[config.mk]
export PLATFORM = sky130hd
export DESIGN_NAME = rle_symbol_serializer
export DESIGN_NICKNAME = d
export VERILOG_FILES = /design/src/rtl/rle_symbol_serializer.sv
export SDC_FILE = /design/constraint.sdc
export NUM_CORES = 2
export LEC_CHECK = 0
export ABC_AREA = 1
export CORE_MARGIN = 2
export CORE_UTILIZATION = 35
export DETAILED_ROUTE_END_ITERATION = 12
export GPL_TIMING_DRIVEN = 0
export HOLD_SLACK_MARGIN = 0.15
export SLEW_MARGIN = 20
export SYNTH_ARGS = -nofsm -noshare
export SYNTH_HDL_FRONTEND = slang
export SYNTH_SLANG_ARGS = --single-unit
export TNS_END_PERCENT = 5
[constraint.sdc]
create_clock -name clk -period 6.1 [get_ports clk]
set_clock_uncertainty 0.1 [all_clocks]
set_input_delay 1.22 -clock clk [delete_from_list [all_inputs] [get_ports clk]]
set_output_delay 1.22 -clock clk [all_outputs]
set_load 0.01 [all_outputs]
[src/rtl/rle_symbol_serializer.sv]
`default_nettype none
// ============================================================================
//  Module   : rle_symbol_serializer
//  Purpose  : Serialises one merged 64-coefficient run-length record into
//             JPEG AC symbols (run, value), inserting ZRL for runs above 15
//             and a trailing EOB when the block ends in zeros.
//  Revision : 1.0 - initial release
// ============================================================================
module rle_symbol_serializer #(
   parameter int N     = 64,
   parameter int CNT_W = 7
) (
   input  logic              clk,
   input  logic              rst_n,
   input  logic              in_valid,
   output logic              in_ready,
   input  logic              in_flag,
   input  logic [5:0]        in_left,
   input  logic [5:0]        in_right,
   input  logic [CNT_W-1:0]  in_size,
   input  logic [N*14-1:0]   in_array,
   output logic              out_valid,
   input  logic              out_ready,
   output logic [3:0]        out_run,
   output logic [7:0]        out_value,
   output logic              out_eob,
   output logic              out_last,
   output logic              busy
);

   localparam int IDX_W = (N > 1) ? $clog2(N) : 1;
   localparam logic [CNT_W-1:0] c_n_max = CNT_W'(N);

   typedef enum logic [1:0] {
      S_IDLE = 2'd0,
      S_EMIT = 2'd1,
      S_EOB  = 2'd2
   } state_t;

   state_t                 state_q, state_d;
   logic [N-1:0][13:0]     arr_q, arr_d;
   logic [5:0]             right_q, right_d;
   logic [IDX_W-1:0]       idx_q, idx_d;
   logic [6:0]             rr_q, rr_d;

   logic                   out_valid_q, out_valid_d;
   logic [3:0]             out_run_q, out_run_d;
   logic [7:0]             out_value_q, out_value_d;
   logic                   out_eob_q, out_eob_d;
   logic                   out_last_q, out_last_d;
   logic                   in_ready_q;
   logic                   busy_q;

   logic [N-1:0][13:0]     w_in_elems;
   logic [CNT_W-1:0]       w_size_eff;
   logic [IDX_W-1:0]       w_first_idx;
   logic                   w_fire;

   assign w_in_elems  = in_array;
   // Oversized counts are clamped to the record capacity.
   assign w_size_eff  = (in_size > c_n_max) ? c_n_max : in_size;
   assign w_first_idx = IDX_W'(w_size_eff - 1'b1);
   assign w_fire      = out_valid_q & out_ready;

   // Next-state: accept a record in IDLE, then walk elements from the top index down.
   always_comb begin
      state_d = state_q;
      arr_d   = arr_q;
      right_d = right_q;
      idx_d   = idx_q;
      rr_d    = rr_q;
      case (state_q)
         S_IDLE: begin
            if (in_valid) begin
               arr_d   = w_in_elems;
               right_d = in_right;
               idx_d   = w_first_idx;
               rr_d    = {1'b0, w_in_elems[w_first_idx][13:8]} + {1'b0, in_left};
               state_d = (!in_flag || (w_size_eff == '0)) ? S_EOB : S_EMIT;
            end
         end
         S_EMIT: begin
            if (w_fire) begin
               if (rr_q > 7'd15) begin
                  rr_d = rr_q - 7'd16;
               end else if (idx_q == '0) begin
                  state_d = (right_q != 6'd0) ? S_EOB : S_IDLE;
               end else begin
                  idx_d = idx_q - 1'b1;
                  rr_d  = {1'b0, arr_q[idx_d][13:8]};
               end
            end
         end
         S_EOB: begin
            if (w_fire) begin
               state_d = S_IDLE;
            end
         end
         default: state_d = S_IDLE;
      endcase
   end

   // Symbol decode from the next state so outputs are registered and stable under stall.
   always_comb begin
      out_valid_d = 1'b0;
      out_run_d   = 4'd0;
      out_value_d = 8'd0;
      out_eob_d   = 1'b0;
      out_last_d  = 1'b0;
      case (state_d)
         S_EMIT: begin
            out_valid_d = 1'b1;
            if (rr_d > 7'd15) begin
               out_run_d = 4'hF;
            end else begin
               out_run_d   = rr_d[3:0];
               out_value_d = arr_d[idx_d][7:0];
               out_last_d  = (idx_d == '0) && (right_d == 6'd0);
            end
         end
         S_EOB: begin
            out_valid_d = 1'b1;
            out_eob_d   = 1'b1;
            out_last_d  = 1'b1;
         end
         default: ;
      endcase
   end

   // State, datapath and output registers; reset discards any record in flight.
   always_ff @(posedge clk or negedge rst_n) begin
      if (!rst_n) begin
         state_q     <= S_IDLE;
         arr_q       <= '0;
         right_q     <= 6'd0;
         idx_q       <= '0;
         rr_q        <= 7'd0;
         out_valid_q <= 1'b0;
         out_run_q   <= 4'd0;
         out_value_q <= 8'd0;
         out_eob_q   <= 1'b0;
         out_last_q  <= 1'b0;
         in_ready_q  <= 1'b1;
         busy_q      <= 1'b0;
      end else begin
         state_q     <= state_d;
         arr_q       <= arr_d;
         right_q     <= right_d;
         idx_q       <= idx_d;
         rr_q        <= rr_d;
         out_valid_q <= out_valid_d;
         out_run_q   <= out_run_d;
         out_value_q <= out_value_d;
         out_eob_q   <= out_eob_d;
         out_last_q  <= out_last_d;
         in_ready_q  <= (state_d == S_IDLE);
         busy_q      <= (state_d != S_IDLE);
      end
   end

   assign in_ready  = in_ready_q;
   assign busy      = busy_q;
   assign out_valid = out_valid_q;
   assign out_run   = out_run_q;
   assign out_value = out_value_q;
   assign out_eob   = out_eob_q;
   assign out_last  = out_last_q;

endmodule
`default_nettype wire

# ---- Yosys cells after proc, flatten, opt, wreduce, memory -nomap -nowiden
# Cells that the tools add are included.
dict set report totals {
  elab_cells 139
  reg_bits 934
  out_inout_bits 17
  inputBits 920
}
dict set report op_classes {
  muxes 37
  add_sub_neg 4
  n_lt_le_gt_ge 6
  n_reduce_logical 12
  n_eq_ne 4
  bitwise 1
}
# op count
set op_table {}
lappend op_table {{$mux W896} 2}
lappend op_table {{$bmux W14 S6} 3}
lappend op_table {{$mux W6} 6}
lappend op_table {{$mux W7} 5}
lappend op_table {{$mux W14} 2}
lappend op_table {{$mux W8} 3}
lappend op_table {{$lt A6 B7 Y1 const B} 3}
lappend op_table {{$logic_not A6 Y1} 3}
lappend op_table {{$gt A7 B4 Y1 const B} 2}
lappend op_table {{$mux W2} 7}
lappend op_table {{$pmux W7 S2} 1}
lappend op_table {{$pmux W6 S2} 1}
lappend op_table {{$sub A6 B1 Y6 const B} 2}
lappend op_table {{$mux W4} 2}
lappend op_table {{$add A6 B6 Y7} 1}
lappend op_table {{$gt A7 B7 Y1 const B} 1}
lappend op_table {{$logic_not A7 Y1} 1}
lappend op_table {{$sub A7 B5 Y7 const B} 1}
lappend op_table {{$pmux W2 S3} 1}
lappend op_table {{$reduce_bool A6 Y1} 1}
lappend op_table {{$eq A2 B1 Y1 const B} 2}
lappend op_table {{$eq A2 B2 Y1 const B} 2}
lappend op_table {{$logic_not A2 Y1} 2}
lappend op_table {{$mux W1} 3}
lappend op_table {{7 further kinds} 7}

# ---- Longest topological paths before layout
dict set report logic_depth {
  ltp_word 11
  ltp_mapped 33
  ltp_nobuf 27
}

# ---- Worst setup path before layout
# No wires, ideal clock.
dict set report synth_timing {
  kind {input -> register}
  start {input in_size[1]}
  end {register out_value_q[0] (netlist: out_value[0])}
  path_slack_ps 97
  arrival_time_ps 5832
  stages 33
  cell_sequence {nor2_1 nand3_1 nand2_1 nand2_1 buf_2 clkbuf_1 clkbuf_1 ha_1 clkbuf_1 inv_1 clkbuf_1 clkbuf_1 o21ai_0 o221ai_1 o211ai_1 nand3_1 nand3_1 nand2_1 inv_1 ha_1 fa_1 a21oi_1 nor2_1 nor2_1 nor2_1 o21ai_0 nand2_1 o211ai_1 and3_1 nand3_1 nor3_2 nand2_1 nor2_1}
}
dict set report synth_between {
  elab_chain_len 11
}
# item line_no
set synth_lines {}
lappend synth_lines {{from (decl)} 20} ;# input logic [CNT_W-1:0] in_size,
lappend synth_lines {{$gt A7 B7 Y1} 61} ;# assign w_size_eff = (in_size > c_n_max) ? c_n_max : in_size;
lappend synth_lines {{$mux W7 *} 61}
lappend synth_lines {{$sub A6 B1 Y6} 62} ;# assign w_first_idx = IDX_W'(w_size_eff - 1'b1);
lappend synth_lines {{$bmux W14 S6} 78} ;# rr_d = {1'b0, w_in_elems[w_first_idx][13:8]} + {1'b0, in_left};
lappend synth_lines {{$mux W14 (not written as such)} 78}
lappend synth_lines {{$add A6 B6 Y7} 78}
lappend synth_lines {{$mux W7} 74} ;# if (in_valid) begin
lappend synth_lines {{$pmux W7 S2} 72} ;# case (state_q)
lappend synth_lines {{$gt A7 B4 Y1} 113} ;# if (rr_d > 7'd15) begin
lappend synth_lines {{$mux W8} 113}
lappend synth_lines {{$mux W8 *} 110} ;# case (state_d)
lappend synth_lines {{net out_value_d[0]} 48} ;# logic [7:0] out_value_q, out_value_d;
lappend synth_lines {{to (signal assigned)} 153} ;# out_value_q <= out_value_d;
lappend synth_lines {{to (decl)} 48}
# Mark *: on every way through the listed nets, which the timed path passes. The rest lies on a longest branch. The select of a mux whose other input is x is not followed.

# ---- Worst setup path in the final report
dict set report layout_timing {
  start {register idx_q[0]}
  end {register out_run_q[0] (netlist: out_run[0])}
}
dict set report layout_between {
  elab_chain_len 10
}
# item line_no
set layout_lines {}
lappend layout_lines {{from (decl)} 43} ;# logic [IDX_W-1:0] idx_q, idx_d;
lappend layout_lines {{from (signal assigned)} 149} ;# idx_q <= idx_d;
lappend layout_lines {{$sub A6 B1 Y6} 89} ;# idx_d = idx_q - 1'b1;
lappend layout_lines {{$bmux W14 S6} 90} ;# rr_d = {1'b0, arr_q[idx_d][13:8]};
lappend layout_lines {{$mux W14 (not written as such)} 90}
lappend layout_lines {{$mux W7} 86} ;# end else if (idx_q == '0) begin
lappend layout_lines {{$mux W7} 84} ;# if (rr_q > 7'd15) begin
lappend layout_lines {{$mux W7} 83} ;# if (w_fire) begin
lappend layout_lines {{$pmux W7 S2} 72}
lappend layout_lines {{$gt A7 B4 Y1} 113}
lappend layout_lines {{$mux W4} 113}
lappend layout_lines {{$mux W4 *} 110}
lappend layout_lines {{net out_run_d[0]} 47} ;# logic [3:0] out_run_q, out_run_d;
lappend layout_lines {{to (signal assigned)} 152} ;# out_run_q <= out_run_d;
lappend layout_lines {{to (decl)} 47}
# Marked as above.

==> results_dict.tcl <==
set metrics [dict create \
    synth_common_cells "2894 x nand2_1, 933 x dfrtp_1, 598 x o21ai_0" \
    worst_setup_path_end_kind "register" \
    drtPass1Iterations 8 \
    fmax_mhz 158 \
    detail-route-antenna-nets 0 \
    finalNetCount 8761 \
    placed_area_sq_um 60600 \
    synth_top_family_by_area "simple AND/OR/NAND/NOR gates" \
    start_kind "register" \
    period_share_pct 104 \
    outcome "finished, violations left" \
    remaining_drc_errors 0 \
    worst_pin_slew_ns 1.43 \
    clk_pin_slew_ns 0.06 \
    hp-class "input port to asynchronous set/reset pin" \
    clk_latency_ns 0.77 \
    period_minus_slack_ns 6.33 \
    cts_tree "built" \
    setup_viol 13 \
    syn-cell-area_sq_um 48700 \
    via_per_inst 5.79 \
    grt_pass1_vias 53600 \
    synth-compound-area-share_pct 11.4 \
    drive_gt1_share_pct 6.57 \
    syn_to_final_growth_pct 33.2 \
    crit_arrival_ns 6.84 \
    synth_top_cell_by_area "dfrtp_1" \
    avgSynthCellArea_sq_um 7.20 \
    gp_congestion 1.06 \
    dp_hpwl_mm 247 \
    cts_buffers 110 \
    cts_sinks 934 \
    grt_pass1_wl_mm 423 \
    routedWlPerCell_microns 32.4 \
    die_h_microns 377 \
    ys_seq_area_share_pct 48.0 \
    leakage_nw 31.5 \
    synth.area.mux_share_pct 0 \
    dp.cells 9499 \
    start_util_pct 35.3 \
    vias 56400 \
    yosys.area_share.adder_pct 0.375 \
    holdWs_ns 0.240 \
    max_cap_viol_count 0 \
    slew_viol_final 0 \
    finalSetupTns_ns -1.09 \
    grt_max_degree 128 \
    first_iter_violations 8141 \
    routed_wl_mm 316 \
    synth_xor_area_share_pct 0.105 \
    synth_top_area_share_pct 47.9 \
    synth_edf_count 0 \
    vdd_drop_max_v 0.000334 \
    io_buffers 936 \
    grt_usage_pct 43.1 \
    final-instance-count-excl-fill 9744 \
    rows 136 \
    syn_inst 6761 \
    die_w_microns 377 \
    cts-root-buf "clkbuf_16" \
    die-area_sq_um 142000 \
    relSlewSlack_pct 4.71 \
    fillCellCount 14200 \
    required_ns 6.61 \
    violations "setup timing" \
    synth_nets 7695 \
    synth_ff_type "dfrtp_1" \
    cts_max_path_buffers 3 \
    synthSimpleGateAreaFrac_pct 32.6 \
    antenna_found_initial 52 \
    synthTopCellsByArea "dfrtp_1 48%, nand2_1 22%, o21ai_0 6.1%, nand3_1 6.0%, inv_1 3.1%" \
    fin_area_sq_um 64900 \
    crit_fanout 10 \
    core_sq_um 138000 \
    ys_types 47 \
    hold_viol_final 0 \
    ys_ff_latch 934 \
    powerDensity_nw_per_um2 604 \
    setup_ws_ns -0.230 \
    crit_type "register to register" \
    synth_most_common_cell "nand2_1" \
    power_mw 39.2 \
    yosysWarnings 0 \
    overflow 0 \
    rsz0062_at_grt "true" \
    cts_max_level 3 \
    num_io_pins 937 \
    postSynth.asyncResetShare_pct 100 \
]
## repair_timing
action	4_1_cts	5_1_grt
pin swaps	12	17
endpoints found under the hold margin	0	0
endpoints found under the setup margin	20	13
gates cloned	0	0
setup buffers	5	6
gates resized for setup	100	32
hold buffers	0	0
## cell type report
type / count / area (sq um) / share of cell area, %
Timing Repair Buffer: 955 / 9700 / 15.0
Buffer: 483 / 2310 / 3.56
Antenna cell: 37 / 92.6 / 0.143
Tap cell: 1794 / 2240 / 3.46
Multi-Input combinational cell: 4918 / 21800 / 33.6
Sequential cell: 934 / 23400 / 36.0
Inverter: 425 / 1600 / 2.47
Clock buffer: 152 / 3120 / 4.81
Clock inverter: 46 / 606 / 0.934
## metal layers
metal | part of all wire (%) | global-route usage (%) | vias up
met2 | 44 | 65.3 | 4109
met5 | 0.037 | 0 | -
met3 | 12 | 13.0 | 975
met4 | 8.1 | 29.9 | 18
met1 | 37 | 52.6 | 27400
li1 | - | - | 24000
## path summary, 6_finish.rpt
path                                      start  slack [ns]  cells after the start                         end
setup reg to reg             idx_q[0]$_DFF_PN0_       -0.23                     19        out_run[0]$_DFF_PN0_
hold reg to reg            arr_q[672]$_DFF_PN0_        0.37                      2        arr_q[672]$_DFF_PN0_
hold / removal                            rst_n        0.24                      1  asynchronous set/reset pin
min in group clk           arr_q[672]$_DFF_PN0_        0.37                      2        arr_q[672]$_DFF_PN0_
setup / recovery             idx_q[0]$_DFF_PN0_       -0.23                     19        out_run[0]$_DFF_PN0_
max in group asynchronous                 rst_n        3.20                      5        arr_q[707]$_DFF_PN0_
## cell families after synthesis
family,Yosys count
simple gates,3901
compound gates,998
flops,934
buf+inv,909
fa+ha+maj,14
xor+xnor,5
## where the power goes
part	switching [mW]	total (mW)	leakage (nW)	internal, mW
combinational	16.1	21.8	18.1	5.72
sequential	1.23	10.4	11.5	9.14
clock	3.00	7.00	1.84	4.00
total	20.3	39.2	31.5	18.9
## per-stage QoR
| step | worst slack (ns) | utilization [%] |
|---|---|---|
| detailed placement | -3.51 | 43.9 |
| finish | -0.230 | 47.1 |
| CTS | 0.00407 | 46.9 |
| floorplan | 0.0965 | - |
| global placement | -41.23 | 43.8 |
| global route | -0.0955 | 47.0 |
## critical path, cell delays in order (launching register included)
cell	delay [ns]
dfrtp_1	0.36
buf_2	0.16
inv_2	0.13
buf_4	0.25
buf_4	0.26
buf_2	0.50
buf_2	0.51
ha_1	0.35
nand2_1	0.08
nand2_1	0.25
clkbuf_2	0.61
clkbuf_1	0.88
o21ai_0	0.40
nand2_1	0.26
nand2_1	0.08
nand3_1	0.09
nand3_1	0.20
nand2_1	0.12
o21bai_1	0.09
a21oi_1	0.43
## placed cells by master (no fill, tap or decap), types with 5 or more instances in the layout
master	instances
nand2_1	2890
dfrtp_1	933
clkdlybuf4s50_1	931
o21ai_0	594
nand3_1	577
inv_1	404
clkbuf_1	253
nor2_1	229
a21oi_1	193
buf_2	177
nand4_1	143
clkbuf_16	116
o211ai_1	90
diode_2	37
or2_2	29
clkbuf_2	28
clkinv_2	26
o221ai_1	24
o22ai_1	23
clkbuf_8	20
a32o_1	20
buf_4	19
buf_1	17
o21ai_1	16
inv_2	15
a22oi_1	15
ha_1	11
bufinv_16	10
buf_16	9
nor2_2	8
clkbuf_4	8
nand3_2	7
buf_6	5
o22ai_2	5
Power figures use the tool's default switching activity.
